==> src/rtl/if_stage_if.sv <==
// Bundle of the fetch stage's control, inst_mem and IF/ID signals.
// The stage uses the master modport and its environment uses the slave modport.
interface if_stage_if;
    logic        stall_i;
    logic        redirect_i;
    logic [31:0] redirect_target_i;
    logic [31:0] imem_addr_o;
    logic [31:0] imem_rdata_i;
    logic [31:0] if_id_pc_o;
    logic [31:0] if_id_pc4_o;
    logic [31:0] if_id_inst_o;
    logic        if_id_valid_o;

    modport master (
        input  stall_i, redirect_i, redirect_target_i, imem_rdata_i,
        output imem_addr_o, if_id_pc_o, if_id_pc4_o, if_id_inst_o, if_id_valid_o
    );

    modport slave (
        output stall_i, redirect_i, redirect_target_i, imem_rdata_i,
        input  imem_addr_o, if_id_pc_o, if_id_pc4_o, if_id_inst_o, if_id_valid_o
    );
endinterface

==> src/rtl/if_stage.sv <==
// Instruction-fetch stage: owns the PC, reads inst_mem and loads the IF/ID register.
// Optional macro PERF_CNT_EN adds the fetch and bubble counters.
module if_stage #(
    parameter logic [31:0] RESET_PC = 32'h00000000,
    parameter logic [31:0] NOP_INST = 32'h00000000
) (
    input  logic         clk,
    input  logic         rst,
`ifdef PERF_CNT_EN
    output logic [31:0]  fetch_cnt_o,
    output logic [31:0]  bubble_cnt_o,
`endif
    if_stage_if.master   bus
);
    // if_id_valid_o marks a real instruction; there is no ready input. Downstream
    // back-pressure arrives as stall_i, which freezes the PC and IF/ID together,
    // and redirect_i overrides stall_i so a taken branch is never lost.
    logic [31:0] pc_q, pc_d;
    logic [31:0] if_id_pc_q, if_id_pc_d;
    logic [31:0] if_id_pc4_q, if_id_pc4_d;
    logic [31:0] if_id_inst_q, if_id_inst_d;
    logic        if_id_valid_q, if_id_valid_d;
    logic        load_normal;
    logic        load_bubble;

    always_comb begin
        pc_d          = pc_q;
        if_id_pc_d    = if_id_pc_q;
        if_id_pc4_d   = if_id_pc4_q;
        if_id_inst_d  = if_id_inst_q;
        if_id_valid_d = if_id_valid_q;
        load_normal   = 1'b0;
        load_bubble   = 1'b0;
        if (bus.redirect_i) begin
            pc_d          = {bus.redirect_target_i[31:2], 2'b00};
            if_id_pc_d    = 32'h0;
            if_id_pc4_d   = 32'h0;
            if_id_inst_d  = NOP_INST;
            if_id_valid_d = 1'b0;
            load_bubble   = 1'b1;
        end else if (bus.stall_i) begin
            load_bubble   = 1'b1;
        end else begin
            pc_d          = pc_q + 32'd4;
            if_id_pc_d    = pc_q;
            if_id_pc4_d   = pc_q + 32'd4;
            if_id_inst_d  = bus.imem_rdata_i;
            if_id_valid_d = 1'b1;
            load_normal   = 1'b1;
        end
    end

    always_ff @(posedge clk) begin
        if (rst) begin
            pc_q          <= RESET_PC;
            if_id_pc_q    <= 32'h0;
            if_id_pc4_q   <= 32'h0;
            if_id_inst_q  <= NOP_INST;
            if_id_valid_q <= 1'b0;
        end else begin
            pc_q          <= pc_d;
            if_id_pc_q    <= if_id_pc_d;
            if_id_pc4_q   <= if_id_pc4_d;
            if_id_inst_q  <= if_id_inst_d;
            if_id_valid_q <= if_id_valid_d;
        end
    end

`ifdef PERF_CNT_EN
    logic [31:0] fetch_cnt_q, fetch_cnt_d;
    logic [31:0] bubble_cnt_q, bubble_cnt_d;

    always_comb begin
        fetch_cnt_d  = fetch_cnt_q + {31'd0, load_normal};
        bubble_cnt_d = bubble_cnt_q + {31'd0, load_bubble};
    end

    always_ff @(posedge clk) begin
        if (rst) begin
            fetch_cnt_q  <= 32'h0;
            bubble_cnt_q <= 32'h0;
        end else begin
            fetch_cnt_q  <= fetch_cnt_d;
            bubble_cnt_q <= bubble_cnt_d;
        end
    end

    assign fetch_cnt_o  = fetch_cnt_q;
    assign bubble_cnt_o = bubble_cnt_q;
`else
    logic unused_cnt;
    assign unused_cnt = load_normal ^ load_bubble;
`endif

    assign bus.imem_addr_o   = pc_q;
    assign bus.if_id_pc_o    = if_id_pc_q;
    assign bus.if_id_pc4_o   = if_id_pc4_q;
    assign bus.if_id_inst_o  = if_id_inst_q;
    assign bus.if_id_valid_o = if_id_valid_q;
endmodule
==> src/flat_wrapper.sv <==
// flat-port wrapper written by rule: the top's interface ports become plain ports
module if_stage_flat 
#(
    parameter logic [31:0] RESET_PC = 32'h00000000,
    parameter logic [31:0] NOP_INST = 32'h00000000
)
  (clk, rst, bus_stall_i, bus_redirect_i, bus_redirect_target_i, bus_imem_rdata_i, bus_imem_addr_o, bus_if_id_pc_o, bus_if_id_pc4_o, bus_if_id_inst_o, bus_if_id_valid_o);
  if_stage_if bus_i ();
  input  logic clk;
  input  logic rst;
  input wire logic [$bits(bus_i.stall_i)-1:0] bus_stall_i;
  input wire logic [$bits(bus_i.redirect_i)-1:0] bus_redirect_i;
  input wire logic [$bits(bus_i.redirect_target_i)-1:0] bus_redirect_target_i;
  input wire logic [$bits(bus_i.imem_rdata_i)-1:0] bus_imem_rdata_i;
  output wire logic [$bits(bus_i.imem_addr_o)-1:0] bus_imem_addr_o;
  output wire logic [$bits(bus_i.if_id_pc_o)-1:0] bus_if_id_pc_o;
  output wire logic [$bits(bus_i.if_id_pc4_o)-1:0] bus_if_id_pc4_o;
  output wire logic [$bits(bus_i.if_id_inst_o)-1:0] bus_if_id_inst_o;
  output wire logic [$bits(bus_i.if_id_valid_o)-1:0] bus_if_id_valid_o;
  assign bus_i.stall_i = bus_stall_i;
  assign bus_i.redirect_i = bus_redirect_i;
  assign bus_i.redirect_target_i = bus_redirect_target_i;
  assign bus_i.imem_rdata_i = bus_imem_rdata_i;
  assign bus_imem_addr_o = bus_i.imem_addr_o;
  assign bus_if_id_pc_o = bus_i.if_id_pc_o;
  assign bus_if_id_pc4_o = bus_i.if_id_pc4_o;
  assign bus_if_id_inst_o = bus_i.if_id_inst_o;
  assign bus_if_id_valid_o = bus_i.if_id_valid_o;
  if_stage #(.RESET_PC(RESET_PC), .NOP_INST(NOP_INST)) u_core (.clk(clk), .rst(rst), .bus(bus_i));
endmodule
==> config.mk <==
export PLATFORM = sky130hd
export DESIGN_NAME = if_stage_flat
export DESIGN_NICKNAME = d
export VERILOG_FILES = /design/src/rtl/if_stage_if.sv /design/src/rtl/if_stage.sv /design/src/flat_wrapper.sv
export SDC_FILE = /design/constraint.sdc
export NUM_CORES = 1
export LEC_CHECK = 0
export BUFFER_PORTS_ARGS = -buffer_cell sky130_fd_sc_hd__buf_2
export CORE_MARGIN = 2
export CORE_UTILIZATION = 45
export CTS_CLUSTER_DIAMETER = 200
export DETAILED_ROUTE_END_ITERATION = 7
export GPL_TIMING_DRIVEN = 0
export PLACE_DENSITY_LB_ADDON = 0.08
export SYNTH_ARGS = -nofsm -noshare
export SYNTH_HDL_FRONTEND = slang
export SYNTH_SLANG_ARGS = --single-unit
==> constraint.sdc <==
create_clock -name clk -period 1.9 [get_ports clk]
set_input_delay 0.57 -clock clk [delete_from_list [all_inputs] [get_ports clk]]
set_output_delay 0.57 -clock clk [all_outputs]
set_load 0.05 [all_outputs]
Yosys cells after proc, flatten, opt, wreduce, memory -nomap -nowiden --
Index checks and enable logic that the tools add are counted.
Word-level totals: word-level logic and storage cells 11, output and inout port bits 129, register bits 129
Cells by class: eq/ne operators 1, add/subtract/negate cells 1, mux-type cells 2, reductions and logical operators 1
Operators by type and width (number):
- 32-bit 2-to-1 mux | 2
- 32-bit by 3-bit adder with 32-bit output, second input constant | 1
- 2-bit by 1-bit != test with 1-bit output, second input constant | 1
- 2-bit OR reduction | 1

Depth between registers and ports, before layout --
Gate-level depths: netlist of run 1.
depth in word-level cells 3, depth in mapped cells 8

Least setup slack after synthesis of run 1 --
No wires, ideal clock.
kind reg2reg, from reg u_core.pc_q[2], in the netlist u_core.bus.imem_addr_o[2], to reg u_core.pc_q[14], in the netlist u_core.bus.imem_addr_o[14], path slack -482 ps, cell stages (with the launch flop) 6, data arrival time 2291 ps, buffers on the path 0, cells stage by stage dfxtp_1 -> ha_1 -> nand3_1 -> or4_1 -> or3_1 -> a311oi_1
On the way: cells in the longest elaborated chain, start to end 3
RTL lines:
- start, declared | RTL line if_stage.sv:18 | logic [31:0] pc_q, pc_d;
- start signal, assigned | RTL line if_stage.sv:61 | pc_q <= pc_d;
- 32-bit by 3-bit adder with 32-bit output | RTL line if_stage.sv:44 | pc_d = pc_q + 32'd4;
- 32-bit 2-to-1 mux | RTL line if_stage.sv:41 | end else if (bus.stall_i) begin
- 32-bit 2-to-1 mux | RTL line if_stage.sv:34 | if (bus.redirect_i) begin
Every way passes these cells. The select of a mux whose other input is x is not followed. A chain may end at the register's enable or synchronous reset.

Final worst setup path of run 1 --
from reg u_core.pc_q[2], in the netlist u_core.bus.imem_addr_o[2], to reg u_core.pc_q[11], in the netlist u_core.bus.imem_addr_o[11]
The elaborated chain is that of the path after synthesis.

==> out/results.ini, run 1 <==
[run_status]
outcome=finished, violations left
violations=setup timing

[clock_tree]
cts_root_buf=clkbuf_16
cts_tree=built
h-tree-depth=4
cts_sinks=123
clk_latency_ns=0.42
ctsHoldBuffers=0
clockBufferDepth=2
cts_buffers=17
clk_pin_slew_ns=0.06

[layout]
final_cell_mix=buf_2 (191), nor2_1 (109), dfxtp_1 (98)
final_util_pct=66.0
stdcell_area_um2=7640
nets=907
final_cell_count_no_fill=994
mostFrequentLayoutCell=buf_2
drive_gt1_share_pct=38.2
syn2layout_area_growth_pct=42.0
antenna_cells=0
fillers=983

[power_and_ir_drop]
power_density_nw_per_um2=938
power_leakage_uw=0.00353
ir_drop_uv=739

[placement]
dpl_cell_area_um2=6710
pre_cts_slack_ns=-0.628
io_buffers=187
place_congestion=0.858
place_inst=940
dpl.hpwl_mm=11.8

[timing]
setup_viol=1
fin_crit_sh_pct=100
rsz0062_at_grt=yes
worst_pin_slew_ns=0.766
setup_tns_ns=-0.00596
worst_slack_ns=-0.00596
final.min_clock_period_ns=1.91
drv_slew=0
slew_headroom_pct=48.9
hold_viol=0
clock.fmax_ghz=0.525
fin_skew_ns=0.00602

[setup_path]
start_kind=register
endpoint=u_core.bus.imem_addr_o[11]
crit_family=simple AND/OR/NAND/NOR gates
crit_type=reg2reg
cp-end-kind=register
cp_slowest_stage_delay_ns=0.56
startpoint=u_core.bus.imem_addr_o[2]
crit_fanout=9
path_cells=buf_4, nand2_1, or4_4, or3_1, a311oi_1
crit_path_top_delay_cell=or4_4
r2r_setup_slack_ns=-0.006
crit_cells=5
timing.rr.start=u_core.bus.imem_addr_o[2]
worstPathRequired_ns=2.21
r2r-end=u_core.bus.imem_addr_o[11]
path_buf_inv=1
cp.arrival_ns=2.22
worstRegToRegCells=5

[route]
drtIter0Drc=396
finalWirelength_mm=16.9
drc=0
final_antenna_net_count=0
firstDrtPassIters=7
vias=5238
drt-wirelength-per-cell_um=17.0
viasPerCell=5.27

[floorplan]
ios=197
die-area_um2=12800
start_util_pct=46.5
rows=39
chipHeight_um=113
die_w_um=113
coreArea_um2=11600

[logic_synthesis]
async_flop_share_pct=0
synth_area_per_cell_um2=8.89
netlist_area_um2=5380
synth_edf_count=0
ys_ff_latch=123
ys_top_cells_by_area=dfxtp_1 (46%), mux2i_1 (12%), nor2_1 (7.6%), xnor2_1 (5.7%), a21oi_1 (3.4%)
yosys.area.top_type=dfxtp_1
synth_ff_type=dfxtp_1
yosys_warnings=0
synth_cell_types=48
synthCells=605
seq_area_frac_synth_pct=45.8
synth_top_area_share_pct=45.8

[global_route]
grt_max_degree=17
grt_pass1_vias=5034
grt-ovfl-total=0
grt_pass1_wl_mm=25.4
grt_usage_pct=25.6
antenna_found_initial=0

[min_path]
hold_start=bus_imem_rdata_i[11]
holdPathStages=3
hold_class=in2reg

[flow_run]
drv_cap=0

==> stage by stage <==
| stage | hold slack (ns) | power (µW) |
|---|---|---|
| finish | 0.374 | 7170 |
| global route | 0.375 | 7410 |
| CTS | 0.365 | 7200 |
| detailed placement | 0.441 | 3860 |
| global placement | 0.434 | 3840 |
| floorplan | 0.633 | 3570 |
==> routing by layer <==
layer / up-vias / GRT usage, % / share of wire [%]
li1: 2540 / - / -
met1: 2440 / 31.1 / 42
met2: 223 / 42.4 / 49
met3: 35 / 7.93 / 7.5
met4: 0 / 10.5 / 2.3
met5: - / 0 / 0
==> power breakdown <==
group | switching (µW) | internal, µW | total [µW] | leakage, µW
combinational | 717 | 323 | 1040 | 0.00222
sequential | 119 | 2680 | 2800 | 0.00102
clock | 1160 | 2170 | 3330 | 0.000297
total | 1990 | 5170 | 7170 | 0.00353
==> flip-flops by register name, summed over array words and instances (netlist names) <==
signal	flops
u_core.bus.if_id_valid_o	1
u_core.bus.imem_addr_o	30
u_core.bus.if_id_pc4_o	30
u_core.bus.if_id_inst_o	32
u_core.bus.if_id_pc_o	30
==> layout make-up <==
class	count	area, µm²	share of cell area (%)
Multi-Input combinational cell	426	2880	37.6
Inverter	5	18.8	0.246
Clock inverter	14	178	2.33
Tap cell	143	179	2.34
Sequential cell	123	2540	33.3
Buffer	45	233	3.05
Clock buffer	18	429	5.62
Timing Repair Buffer	220	1180	15.5
==> cell usage after synthesis (3+ instances only) <==
cell type,n
buf_4,7
and3_1,4
a211oi_1,19
nor3_1,16
o21ai_0,23
nand3_1,9
clkbuf_1,26
clkbuf_2,4
and4_1,3
buf_1,4
xnor2_1,35
nor4_1,8
mux2i_1,63
dfxtp_1,123
nand2_1,34
buf_2,14
nand4_1,9
xor2_1,15
or3_1,5
nor2_1,109
inv_1,4
and2_1,3
a21oi_1,37
==> how the worst min path moves through the flow <==
stage | end | slack [ns]
2_1_floorplan | u_core.bus.if_id_pc_o[21] | 0.63
3_3_place_gp | u_core.bus.if_id_valid_o | 0.43
3_5_place_dp | u_core.bus.if_id_valid_o | 0.44
4_1_cts | u_core.bus.if_id_inst_o[11] | 0.36
5_1_grt | u_core.bus.if_id_inst_o[11] | 0.37
6_report | u_core.bus.if_id_inst_o[11] | 0.37
==> worst reg2reg max path, cell delays in order, from the launching register on <==
cell	delay, ns
dfxtp_4	0.35
buf_4	0.16
nand2_1	0.08
or4_4	0.56
or3_1	0.33
a311oi_1	0.30
==> kinds of logic after synthesis <==
group / Yosys count / share of synthesized area (%)
AND/OR/NAND/NOR: 218 / 19.1
AO/OA/AOI/OAI: 88 / 9.70
other: 1 / 0.0697
buffers and inverters: 61 / 5.30
adder cells (fa/ha/maj): 1 / 0.233
multiplexers: 63 / 11.7
flip-flops: 123 / 45.8
XOR/XNOR: 50 / 8.14
==> what timing repair did <==
| item | 4_1_cts | 5_1_grt |
|---|---|---|
| pin swaps | 6 | 12 |
| gates cloned | 0 | 1 |
| gates resized for setup | 15 | 27 |
| setup endpoints to repair | 71 | 83 |
| setup buffers | 5 | 27 |
(Power assumes the default switching activity.)
==> run 2: changes to the inputs <==
==> constraint.sdc (replaced) <==
create_clock -name clk -period 1.9 [get_ports clk]
set_input_delay 0.095 -clock clk [delete_from_list [all_inputs] [get_ports clk]]
set_output_delay 0.095 -clock clk [all_outputs]
set_load 0.05 [all_outputs]
==> out/results.ini, run 2 (synthesis gave the netlist of run 1 again) <==
[run_status]
outcome=finished, violations left
violations=setup timing

[route]
vias=5477
drc=0
final_antenna_net_count=0
viasPerCell=5.21
drtIter0Drc=301
finalWirelength_mm=17.6
drt-wirelength-per-cell_um=16.7
firstDrtPassIters=4

[placement]
pre_cts_slack_ns=-0.153
dpl.hpwl_mm=11.8
io_buffers=187
dpl_cell_area_um2=6710
place_congestion=0.858

[layout]
final_cell_mix=buf_2 (191), nor2_1 (109), dfxtp_1 (98)
syn2layout_area_growth_pct=52.8
mostFrequentLayoutCell=buf_2
largest_reg_flops=32
regArea_um2=2540
drive_gt1_share_pct=34.9
antenna_cells=0
nets=964
fillers=895
stdcell_area_um2=8220
multi_input_area_um2=2880

[timing]
fin_skew_ns=0.00637
hold_viol=0
final.min_clock_period_ns=1.91
whs_ns=0.0374
setup_viol=1
clock.fmax_ghz=0.525
worst_slack_ns=-0.00557
setup_tns_ns=-0.00557
slew_headroom_pct=50.1
drv_slew=0
worst_pin_slew_ns=0.749
fin_crit_sh_pct=100
rsz0062_at_grt=yes

[setup_path]
crit_path_top_delay_cell=or4_4
cp_slowest_stage_delay_ns=0.56
crit_cells=5
r2r_setup_slack_ns=-0.006
crit_family=simple AND/OR/NAND/NOR gates
path_cells=buf_4, nand2_1, or4_4, or3_1, a311oi_1
cp.arrival_ns=2.21
path_buf_inv=1
crit_fanout=9
cp-end-kind=register
crit_type=reg2reg
worstRegToRegCells=5
start_kind=register
worstPathRequired_ns=2.21

[power_and_ir_drop]
ir_drop_uv=772
p_total_uw=7280
p_clk_share_pct=45.8
power_leakage_uw=0.00375
internal_power_uw=5250
power_density_nw_per_um2=885
p_sw_share_pct=27.8
pwr-share-comb_pct=15.7
netSwitchingPower_uw=2020
seqPwrFrac_pct=38.5

[global_route]
grt_pass1_wl_mm=26.7
antenna_found_initial=0
grt-ovfl-total=0
grt_max_degree=17
grt_usage_pct=26.9
grt_pass1_vias=5327

[floorplan]
start_util_pct=46.5
die_w_um=113
coreArea_um2=11600
rows=39
ios=197
die-area_um2=12800
chipHeight_um=113

[min_path]
holdPathStages=4
hold_class=in2reg

[clock_tree]
cts_root_buf=clkbuf_16
clk_pin_slew_ns=0.06
cts_tree=built
cts_buffers=17
clk_latency_ns=0.42
h-tree-depth=4
clockBufferDepth=2
cts_sinks=123

[flow_run]
drv_cap=0

[run 2: cell types whose count changed in the layout (fill, tap and decap cells not counted), sizes merged]
cell         change
dlygate4sd3     +61
buf              -4
[run 2: worst paths after layout]
kind,startpoint,to
worst max-delay path,u_core.bus.imem_addr_o[2],u_core.bus.imem_addr_o[11]
worst min-delay path,bus_redirect_target_i[31],u_core.bus.imem_addr_o[31]
worst min register to register,u_core.bus.if_id_valid_o,u_core.bus.if_id_valid_o
worst max register to register,u_core.bus.imem_addr_o[2],u_core.bus.imem_addr_o[11]
[run 2: power by group through the flow]
stage	registers [µW]	logic, µW	clock network [µW]
6_report	2800	1140	3330
5_1_grt	2810	1210	3500
4_1_cts	2780	1140	3380
3_5_place_dp	2830	1030	0
3_3_place_gp	2830	1020	0
2_1_floorplan	3170	406	0
[run 2: routing by layer]
metal | up-vias | wire length, µm | global-route usage (%)
met3 | 25 | 1230 | 7.71
met2 | 229 | 8830 | 45.9
met5 | - | 0 | 0
li1 | 2647 | - | -
met1 | 2576 | 7200 | 32.2
met4 | 0 | 325 | 9.84
[run 2: worst min-delay path: cells and delay by family]
kind	cells	cell delay, ns
simple gates	1	0.09
buf+inv	1	0.07
compound gates	2	0.16
[run 2: per-stage QoR]
step | cells | util (%)
2_1_floorplan | 610 | -
3_3_place_gp | 940 | 58.0
3_5_place_dp | 940 | 58.0
4_1_cts | 1035 | 69.3
5_1_grt | 1051 | 71.1
6_report | 1051 | 71.1
[run 2: area by class of cell]
| type | instances | share of cell area [%] |
|---|---|---|
| tap | 143 | 2.18 |
| clock buffer | 18 | 5.22 |
| inverter | 5 | 0.228 |
| multi-input combinational | 426 | 35.0 |
| timing repair buffer | 277 | 21.5 |
| buffer | 45 | 2.80 |
| sequential | 123 | 30.9 |
| clock inverter | 14 | 2.16 |
[run 2: what timing repair did]
item                                   CTS  global route
hold buffers                            61             0
resized for setup                       10            24
setup buffers                            4            25
setup endpoints to repair               21            28
pin swaps                                5             9
endpoints found under the hold margin   61             0
==> run 3: changes to the inputs <==
GPL_TIMING_DRIVEN = default   (was 0)
==> out/results.ini, run 3 (synthesis gave the netlist of run 1 again) <==
[setup_path]
crit_path_top_delay_cell=dlygate4sd3_1
timing.rr.start=u_core.bus.imem_addr_o[2]
path_buf_inv=2
r2r_setup_slack_ns=0.08
endpoint=u_core.bus.imem_addr_o[4]
crit_cells=8
cp_slowest_stage_delay_ns=0.55
crit_top_cell=nor2_1
worstPathRequired_ns=2.20
crit_type=reg2reg
cp.arrival_ns=2.13
crit_family=buffers and inverters
path_cells=ha_4, buf_4, nor2b_1, xnor2_1, nor2_1, a21oi_1, nor2_1, dlygate4sd3_1
worstRegToRegCells=8
start_kind=register
crit_fanout=2
startpoint=u_core.bus.imem_addr_o[2]
r2r-end=u_core.bus.imem_addr_o[4]
cp-end-kind=register

[power_and_ir_drop]
power_density_nw_per_um2=901
power_leakage_uw=0.00364
ir_drop_uv=607

[timing]
slew_headroom_pct=64.7
final.min_clock_period_ns=1.82
clock.fmax_ghz=0.549
fin_skew_ns=0.00572
drv_slew=0
setup_viol=0
fin_crit_sh_pct=95.9
hold_viol=0
setup_tns_ns=0
worst_pin_slew_ns=0.530
rsz0062_at_grt=yes

[min_path]
hold_class=in2reg
hold_start=bus_redirect_target_i[31]

[placement]
dpl.hpwl_mm=10.9
io_buffers=188
place_inst=929
place_congestion=0.867

[run_status]
outcome=complete, no violations

[route]
viasPerCell=5.15
drc=0
drt-wirelength-per-cell_um=15.9
final_antenna_net_count=0
vias=5280
firstDrtPassIters=4
drtIter0Drc=249
finalWirelength_mm=16.4

[layout]
final_cell_count_no_fill=1026
drive_gt1_share_pct=35.1
final_util_pct=69.5
fillers=917
nets=939
largest_reg_flops=32
syn2layout_area_growth_pct=49.3
multi_input_area_um2=2770
final_cell_mix=buf_2 (187), nor2_1 (109), dfxtp_1 (98)
antenna_cells=0
regArea_um2=2530
mostFrequentLayoutCell=buf_2

[clock_tree]
clk_latency_ns=0.42
cts_sinks=123
cts_buffers=17
h-tree-depth=4
cts_root_buf=clkbuf_16
clk_pin_slew_ns=0.05
cts_tree=built
clockBufferDepth=2

[floorplan]
chipHeight_um=113
rows=39
die-area_um2=12800
start_util_pct=46.5
ios=197
coreArea_um2=11600
die_w_um=113

[global_route]
grt_pass1_vias=5200
grt_usage_pct=25.9
grt-ovfl-total=0
grt_pass1_wl_mm=26.1
antenna_found_initial=0
grt_max_degree=52

[flow_run]
drv_cap=0

run 3: cell count changes in the layout (fill, tap and decap cells not counted), moves of 4 or more:
cell / previous run / this run
dfxtp_4: 19 / 14
clkbuf_1: 27 / 2
buf_1: 4 / 0
dfxtp_2: 6 / 11
nor4_4: 5 / 1
buf_4: 36 / 45
buf_2: 191 / 187
nor3_1: 12 / 16
run 3: worst min-delay path by stage:
stage	end	slack, ns	depth (start not counted)
after global routing	u_core.bus.imem_addr_o[31]	0.05	4
after CTS	u_core.bus.imem_addr_o[31]	0.01	4
after detailed placement	u_core.bus.if_id_inst_o[0]	0.33	3
after global placement	u_core.bus.if_id_inst_o[18]	0.32	3
after floorplan	u_core.bus.imem_addr_o[16]	0.23	2
final	u_core.bus.imem_addr_o[31]	0.02	4
run 3: cell type report:
| class | count | share of cell area, % |
|---|---|---|
| Clock buffer | 21 | 5.87 |
| Multi-Input combinational cell | 426 | 34.5 |
| Timing Repair Buffer | 297 | 24.0 |
| Sequential cell | 123 | 31.5 |
| Inverter | 5 | 0.234 |
| Tap cell | 143 | 2.23 |
| Clock inverter | 11 | 1.71 |
run 3: tightest hold or removal path: stages:
cell	delay (ns)
buf_2	0.08
a21oi_1	0.05
nor2_1	0.08
a311o_1	0.11
run 3: power breakdown:
group	total, µW	leakage, µW	switching (µW)	internal, µW
registers	2780	0.00102	103	2680
clock network	3340	0.000307	1170	2170
logic	1120	0.00231	724	394
run 3: timing repair:
action | CTS | global route
setup buffers | 0 | 1
hold endpoints to repair | 60 | 0
hold buffers | 64 | 0
gates resized for setup | 3 | 7
setup endpoints to repair | 6 | 8
pin swaps | 0 | 3
run 3: stage by stage:
stage | setup WS (ns) | total power, µW | hold WS [ns] | instance area, µm²
2_1_floorplan | -0.0690 | 3570 | 0.229 | 5600
3_3_place_gp | -0.00147 | 3830 | 0.323 | 6720
3_5_place_dp | -0.0713 | 3840 | 0.335 | 6720
4_1_cts | 0.0154 | 7280 | 0.0130 | 7990
5_1_grt | -0.00188 | 7490 | 0.0471 | 8030
6_report | 0.0775 | 7240 | 0.0224 | 8030
run 3: metal layers:
metal	GRT usage, %	share of wire (%)	up-vias
li1	-	-	2600
met1	32.0	44	2468
met2	43.0	48	180
met3	6.64	6.0	32
met4	10.8	2.5	0
met5	0	0	-
